--- config.mk ---
export PLATFORM = sky130hd
export DESIGN_NAME = wb_port_arbiter
export DESIGN_NICKNAME = d
export VERILOG_FILES = /design/src/rtl/wb_port_arbiter.sv
export SDC_FILE = /design/constraint.sdc
export NUM_CORES = 1
export LEC_CHECK = 0
export ABC_AREA = 0
export BUFFER_PORTS_ARGS = -buffer_cell sky130_fd_sc_hd__buf_2
export CORE_ASPECT_RATIO = 2
export CORE_MARGIN = 8
export CORE_UTILIZATION = 37
export CTS_CLUSTER_DIAMETER = 120
export CTS_CLUSTER_SIZE = 40
export DETAILED_ROUTE_END_ITERATION = 16
export GPL_ROUTABILITY_DRIVEN = 0
export PLACE_DENSITY = 0.73
export SYNTH_ARGS = -nofsm -noshare
export SYNTH_HDL_FRONTEND = slang
export SYNTH_SLANG_ARGS = --single-unit
--- constraint.sdc ---
create_clock -name clk -period 2.7 [get_ports clk]
set_input_delay 0.27 -clock clk [delete_from_list [all_inputs] [get_ports clk]]
set_output_delay 0.27 -clock clk [all_outputs]
set_load 0.02 [all_outputs]
--- src/rtl/wb_port_arbiter.sv ---
// Two-requester (ALU / LSU) writeback port arbiter with registered register-file write port.
// Optional macro WB_ARB_ROUND_ROBIN_EN selects round-robin conflict resolution instead of fixed LSU priority.
module wb_port_arbiter (
    input  logic        clk,
    input  logic        reset,
    input  logic        req_a_valid,
    input  logic [31:0] req_a_data,
    input  logic [4:0]  req_a_rd,
    output logic        req_a_ready,
    input  logic        req_b_valid,
    input  logic [31:0] req_b_data,
    input  logic [4:0]  req_b_rd,
    output logic        req_b_ready,
    input  logic        wb_stall,
    output logic        mux_sel,
    output logic        wb_en,
    output logic [4:0]  wb_rd,
    output logic [31:0] wb_data,
    output logic [15:0] conflict_cnt
);

    typedef enum logic {
        PRIO_A = 1'b0,
        PRIO_B = 1'b1
    } prio_t;

    prio_t       state;
    prio_t       state_next;
    logic        grant_a;
    logic        grant_b;
    logic        xfer;
    logic [4:0]  xfer_rd;
    logic [31:0] xfer_data;
    logic        conflict;

    // Grant decode, transfer mux and next arbitration state
    always_comb begin
        grant_a    = 1'b0;
        grant_b    = 1'b0;
        xfer_rd    = 5'd0;
        xfer_data  = 32'd0;
        state_next = state;
        conflict   = req_a_valid & req_b_valid;

        if (!reset && !wb_stall) begin
            grant_a = req_a_valid & (!req_b_valid | (state == PRIO_A));
            grant_b = req_b_valid & (!req_a_valid | (state == PRIO_B));
        end else begin
            grant_a = 1'b0;
            grant_b = 1'b0;
        end

        if (grant_b) begin
            xfer_rd   = req_b_rd;
            xfer_data = req_b_data;
        end else begin
            xfer_rd   = req_a_rd;
            xfer_data = req_a_data;
        end

`ifdef WB_ARB_ROUND_ROBIN_EN
        if (grant_a) begin
            state_next = PRIO_B;
        end else if (grant_b) begin
            state_next = PRIO_A;
        end else begin
            state_next = state;
        end
`else
        // Fixed mode: LSU owns conflicts from the first clock after reset onward
        state_next = PRIO_B;
`endif
    end

    assign xfer        = grant_a | grant_b;
    assign req_a_ready = grant_a;
    assign req_b_ready = grant_b;

    // Arbitration state register
    always_ff @(posedge clk or posedge reset) begin
        if (reset) begin
            state <= PRIO_A;
        end else begin
            state <= state_next;
        end
    end

    // Writeback port: rd = 0 transfers complete but never write, and do not disturb wb_rd/wb_data
    always_ff @(posedge clk or posedge reset) begin
        if (reset) begin
            mux_sel <= 1'b0;
            wb_en   <= 1'b0;
            wb_rd   <= 5'd0;
            wb_data <= 32'd0;
        end else begin
            wb_en <= xfer & (xfer_rd != 5'd0);
            if (xfer) begin
                mux_sel <= grant_b;
            end
            if (xfer && (xfer_rd != 5'd0)) begin
                wb_rd   <= xfer_rd;
                wb_data <= xfer_data;
            end
        end
    end

    // Saturating conflict counter, counts even while stalled
    always_ff @(posedge clk or posedge reset) begin
        if (reset) begin
            conflict_cnt <= 16'd0;
        end else if (conflict && (conflict_cnt != 16'hFFFF)) begin
            conflict_cnt <= conflict_cnt + 16'd1;
        end
    end

endmodule
==> results.py, run 1 <==
metrics = {
    "placement": {
        "dp_hpwl_um": 5960,
        "post-place-ws_ps": 694,
        "io_buffers": 135,
    },
    "synth": {
        "yosys.area.top_type": "dfrtp_1",
        "netlist_top_cells_area": "dfrtp_1 (50%), a2bb2oi_2 (16%), o22ai_1 (7.6%)",
        "syn_inst": 218,
        "synth_top_family_by_area": "compound AO/OA/AOI/OAI gates",
        "avgSynthCellArea_um2": 12.9,
        "yosys-top-cells-count": "dfrtp_1 (56), o22ai_1 (34), a2bb2oi_2 (30), nand3_1 (8), xor2_1 (8)",
        "yosys.area_share.xor_xnor_pct": 4.05,
        "synth_nets": 298,
        "ys.flop_type": "dfrtp_1",
        "yosysMostFrequentCell": "dfrtp_1",
        "synth_cell_type_count": 41,
        "yosys_warnings": 0,
        "synthAdderAreaFrac_pct": 0.445,
        "synth_top_area_share_pct": 49.8,
        "synthMuxAreaShare_pct": 1.33,
        "synth_compound_area_share_pct": 28.7,
        "ys_seq_area_share_pct": 49.8,
        "syn_area_mm2": 0.00281,
        "synth_edf_count": 0,
        "yosys.area_share.simple_pct": 11.2,
        "async_flop_share_pct": 100,
        "ys_seq_elements": 56,
    },
    "min_path": {
        "hold_path.class": "in2reg",
    },
    "die": {
        "num_io_pins": 136,
        "die_width_um": 77.7,
        "start_util_pct": 37.6,
        "core-area_mm2": 0.00749,
        "die_y_um": 139,
        "fp-row-count": 45,
        "dieArea_mm2": 0.0108,
    },
    "cts": {
        "cts.sinks": 56,
        "htreeDepth": 2,
        "cts_setup_buffers": 0,
        "root_buffer": "clkbuf_16",
        "clockBufferDepth": 2,
        "cts_tree": "done",
        "insertion_delay_ps": 290,
        "path_clk_slew_ps": 70,
        "numCtsBuffers": 5,
    },
    "sta": {
        "finalCriticalPeriod_ps": 2250,
        "setup_ws_ps": 454,
        "timing.final.hold_violations": 0,
        "relSlewSlack_pct": 65.1,
        "slew_violations": 0,
        "fmax_ghz": 0.445,
        "min_period_over_period_pct": 83.2,
        "setup_viol": 0,
        "setup_tns_ps": 0,
        "worstMarginPinSlew_ps": 519,
        "clock_skew_ps": 5.87,
        "rsz0062_at_grt": "no",
    },
    "layout": {
        "syn_to_final_growth_pct": 32.5,
        "drive_gt1_share_pct": 55.5,
        "finish.utilization_pct": 49.8,
        "fin_nets": 436,
        "antenna_cells": 0,
    },
    "critical_path": {
        "path_class": "in2reg",
        "critPathMaxFanout": 24,
        "critPathLaunchType": "primary input",
        "endpoint_kind": "flip-flop",
        "cp.required_ps": 2910,
        "cp_data_arrival_time_ps": 2450,
    },
    "route": {
        "vias": 2387,
        "drtIter0Drc": 109,
        "wl_um": 7570,
        "drc": 0,
        "first_pass_iters": 4,
        "drtAntennaViolNets": 0,
        "wire_per_inst_um": 16.8,
        "vias_per_cell": 5.29,
    },
    "global_route": {
        "first_global_vias": 2556,
        "overflow": 0,
        "antenna_found_initial": 0,
        "grt_usage_pct": 13.9,
        "grt_max_degree": 28,
        "grt_pass1_wl_um": 12600,
    },
    "flow_run": {
        "drv_cap": 0,
    },
    "status": {
        "status": "finished, final reports clean",
    },
    "pwr": {
        "p_leak_nw": 1.80,
        "total_power_mw": 2.63,
        "ir_drop_v": 0.000344,
        "p_per_area_mw_per_mm2": 706,
    },
}
## logic make-up after synthesis
group / Yosys count
adders and majority gates: 1
muxes: 2
buffers and inverters: 19
xor gates and xnor gates: 13
AOI/OAI and AO/OA: 82
other: 1
and+or+nand+nor: 44
DFF: 56
## layout make-up
| type | instances | area (um2) |
|---|---|---|
| Fill cell | 693 | 3760 |
| Timing Repair Buffer | 144 | 746 |
| Sequential cell | 56 | 1400 |
| Clock buffer | 6 | 139 |
| Tap cell | 94 | 118 |
| Clock inverter | 2 | 10.0 |
| Multi-Input combinational cell | 143 | 1290 |
| Inverter | 6 | 22.5 |
## stage by stage
step                instance area [um2]  hold slack, ps  cells
floorplan                          2810             411    218
global placement                   3570             207    442
detailed placement                 3570             217    442
CTS                                3730             230    451
global route                       3730             245    451
finish                             3730             237    451
## report_power, final
group / leakage, nW / internal, mW / switching [mW]
logic: 1.07 / 0.377 / 0.450
clock network: 0.0766 / 0.366 / 0.278
registers: 0.658 / 1.01 / 0.155
total: 1.80 / 1.75 / 0.883
## layer usage
layer  track usage [%]  wire [um]  vias up
met2              21.2       3250      139
met5                 0          0        -
li1                  -          -     1124
met3              6.32        853        8
met4              3.81         87        0
met1              17.0       3370     1116
## worst max-delay path, cell delays in order
cell and delay (ps):
dlygate4sd3_1 540, buf_2 130, nor2_1 170, nand3_2 420
o22ai_4 320, buf_4 390, a2bb2oi_1 200
## state kept, by name, summed over array words and instances, names as in the netlist
register and flops:
conflict_cnt 16, wb_rd 5, wb_en 1, state 1, mux_sel 1, wb_data 32
## what timing repair did
item | 4_1_cts | 5_1_grt
gates resized for setup | 0 | 0
hold endpoints to repair | 9 | 0
setup endpoints to repair | 0 | 0
hold buffers | 1 | 0
## cell usage in the layout (no fill, tap or decap), types with 3 or more instances in the layout
master and n:
buf_2 135, dfrtp_1 56, o22ai_1 34, a2bb2oi_2 30, nand3_1 8, xor2_1 8, buf_4 8, nand2_1 6
inv_1 5, nor3_1 5, xnor2_1 5, a2bb2oi_1 5, clkbuf_16 5, nor4_1 4, and3_1 3, a21oi_1 3
## path summary, 6_finish.rpt
path,slack [ps],to,cells past startpoint,startpoint
min in group asynchronous,460,state,3,reset
hold reg to reg,490,mux_sel,2,mux_sel
max in group asynchronous,1630,wb_data[24],4,reset
setup reg to reg,820,wb_data[27],5,state
hold / removal,240,wb_rd[4],3,req_a_rd[4]
setup / recovery,450,wb_data[27],7,reset
(Power assumes the default switching activity.)
==> inputs of run 2 (changes only) <==
==> constraint.sdc (replaced) <==
create_clock -name clk -period 2.2 [get_ports clk]
set_input_delay 0.22 -clock clk [delete_from_list [all_inputs] [get_ports clk]]
set_output_delay 0.22 -clock clk [all_outputs]
set_load 0.02 [all_outputs]
==> run 2 against run 1 <==
  * Clock power is 23% higher
  * Wire length decreased by 2.2%
  * Hold slack got worse by 45 ps
  * Die area did not move
  * Critical path depth is the same
  * Cell area up 0.27%
  * Highest routed layer unchanged
==> results.py, run 2 (synthesized netlist as in run 1, its figures left out) <==
metrics = {
    "layout": {
        "mostFrequentLayoutCells": "buf_2 (135), dfrtp_1 (56), o22ai_1 (34), a2bb2oi_2 (30)",
        "antenna_cells": 0,
        "largest_register_ffs": 32,
        "register_area_mm2": 0.00140,
        "top_register": "wb_data",
        "multi_input_area_mm2": 0.00129,
        "drive_gt1_share_pct": 54.9,
        "syn_to_final_growth_pct": 32.8,
        "fin_nets": 434,
        "finish.utilization_pct": 49.9,
        "nFillCells": 665,
        "reg_top3": "wb_data x32, conflict_cnt x16, wb_rd x5",
        "final_common_cell": "buf_2",
    },
    "sta": {
        "setup_tns_ps": 0,
        "relSlewSlack_pct": 56.0,
        "slew_violations": 0,
        "timing.final.hold_violations": 0,
        "rsz0062_at_grt": "no",
        "finalCriticalPeriod_ps": 2040,
        "min_period_over_period_pct": 92.8,
        "worstMarginPinSlew_ps": 660,
        "setup_viol": 0,
        "clock_skew_ps": 3.74,
        "fmax_ghz": 0.490,
    },
    "critical_path": {
        "r2r_setup_slack_ps": 350,
        "critPathSlowestCell": "dlygate4sd3_1",
        "critPathMaxFanout": 38,
        "cp_num_buf_inv": 5,
        "cp_data_arrival_time_ps": 1820,
        "cp.required_ps": 1980,
        "path_depth": 7,
        "endpoint_kind": "output pin",
        "critPathLaunchType": "primary input",
        "crit_path_frequent_cell": "buf_2",
        "reg2reg_depth": 5,
        "r2r-start": "conflict_cnt[0]",
        "crit_path_cell_trace": "dlygate4sd3_1 > buf_2 > nor2_2 > nand3_2 > buf_4 > inv_1 > buf_2",
        "path_class": "in2out",
        "reg2reg_to": "conflict_cnt[8]",
        "crit_family": "buffers and inverters",
        "cpPeakStageDelay_ps": 530,
    },
    "die": {
        "num_io_pins": 136,
        "fp-row-count": 45,
        "core-area_mm2": 0.00749,
        "die_width_um": 77.7,
        "die_y_um": 139,
        "dieArea_mm2": 0.0108,
        "start_util_pct": 37.6,
    },
    "pwr": {
        "netSwitchingPower_mw": 1.07,
        "power_frac_clock_pct": 24.4,
        "ir_drop_v": 0.000436,
        "p_per_area_mw_per_mm2": 864,
        "p_comb_share_pct": 31.6,
        "p_sw_share_pct": 33.2,
        "p_leak_nw": 1.80,
        "internal_power_mw": 2.16,
        "p_seq_share_pct": 44.0,
    },
    "cts": {
        "numCtsBuffers": 5,
        "path_clk_slew_ps": 60,
        "clockBufferDepth": 2,
        "htreeDepth": 2,
        "cts.sinks": 56,
        "cts_setup_buffers": 0,
        "insertion_delay_ps": 290,
        "cts_tree": "done",
        "root_buffer": "clkbuf_16",
    },
    "route": {
        "drtAntennaViolNets": 0,
        "drtIter0Drc": 87,
        "first_pass_iters": 4,
        "wl_um": 7400,
        "vias": 2375,
        "wire_per_inst_um": 16.5,
        "vias_per_cell": 5.29,
        "drc": 0,
    },
    "placement": {
        "io_buffers": 135,
        "dp_hpwl_um": 5740,
    },
    "flow_run": {
        "drv_cap": 0,
    },
    "global_route": {
        "grt_pass1_wl_um": 12400,
        "overflow": 0,
        "antenna_found_initial": 0,
        "first_global_vias": 2560,
        "grt_usage_pct": 13.8,
        "grt_max_degree": 39,
    },
    "min_path": {
        "worstHoldStart": "req_a_rd[4]",
        "hold_depth": 3,
        "hold_path.class": "in2reg",
        "whs_endpoint": "wb_rd[4]",
    },
    "status": {
        "status": "finished, final reports clean",
    },
}
run 2: changes by cell type in the layout (fill, tap and decap cells not counted):
cell / previous run / this run
buf_12: 0 / 2
buf_4: 8 / 4
clkbuf_1: 0 / 2
clkinv_2: 2 / 0
nor2_1: 2 / 1
nor2_2: 1 / 2
run 2: final cells by class:
class | instances | area share (%)
Multi-Input combinational cell | 143 | 34.6
Timing Repair Buffer | 142 | 20.2
Inverter | 6 | 0.603
Clock buffer | 8 | 3.92
Tap cell | 94 | 3.15
Sequential cell | 56 | 37.5
run 2: timing repair:
item / CTS / global route
gates resized for setup: 0 / 1
hold endpoints to repair: 23 / 0
endpoints found under the setup margin: 0 / 7
hold buffers: 1 / 0
run 2: power by group through the flow:
stage / logic (mW) / registers (mW) / clock network [mW]
2_1_floorplan: 0.402 / 1.67 / 0
3_3_place_gp: 1.02 / 1.44 / 0
3_5_place_dp: 1.03 / 1.44 / 0
4_1_cts: 1.03 / 1.42 / 0.825
5_1_grt: 1.10 / 1.46 / 0.863
6_report: 1.02 / 1.42 / 0.789
run 2: worst max path at each step:
| stage | from | to | slack, ps |
|---|---|---|---|
| floorplan | conflict_cnt[0] | conflict_cnt[1] | 510 |
| global placement | wb_stall | wb_data[27] | 410 |
| finish | reset | req_b_ready | 160 |
| CTS | reset | req_b_ready | 80 |
| global route | reset | req_b_ready | 50 |
| detailed placement | reset | wb_data[27] | 350 |
run 2: tightest hold or removal path, cell delays in order:
cell and delay (ps):
buf_2 90, a22oi_1 70, o21ai_2 70
run 2: per-layer routing:
metal	routed length, um	part of all wire [%]	GRT usage, %	up-vias
li1	-	-	-	1128
met1	3340	45	16.8	1102
met3	910	12	6.97	10
met5	0	0	0	-
met4	131	1.8	5.01	0
met2	3020	41	20.2	135
run 2: per-stage QoR:
stage | area [um2] | cells | power, mW | setup WS [ps] | hold WS, ps
5_1_grt | 3740 | 449 | 3.42 | 45.5 | 193
3_3_place_gp | 3580 | 440 | 2.45 | 408 | 296
4_1_cts | 3730 | 449 | 3.28 | 81.7 | 186
6_report | 3740 | 449 | 3.23 | 159 | 192
3_5_place_dp | 3580 | 440 | 2.47 | 345 | 295
2_1_floorplan | 2810 | 218 | 2.08 | 515 | 361
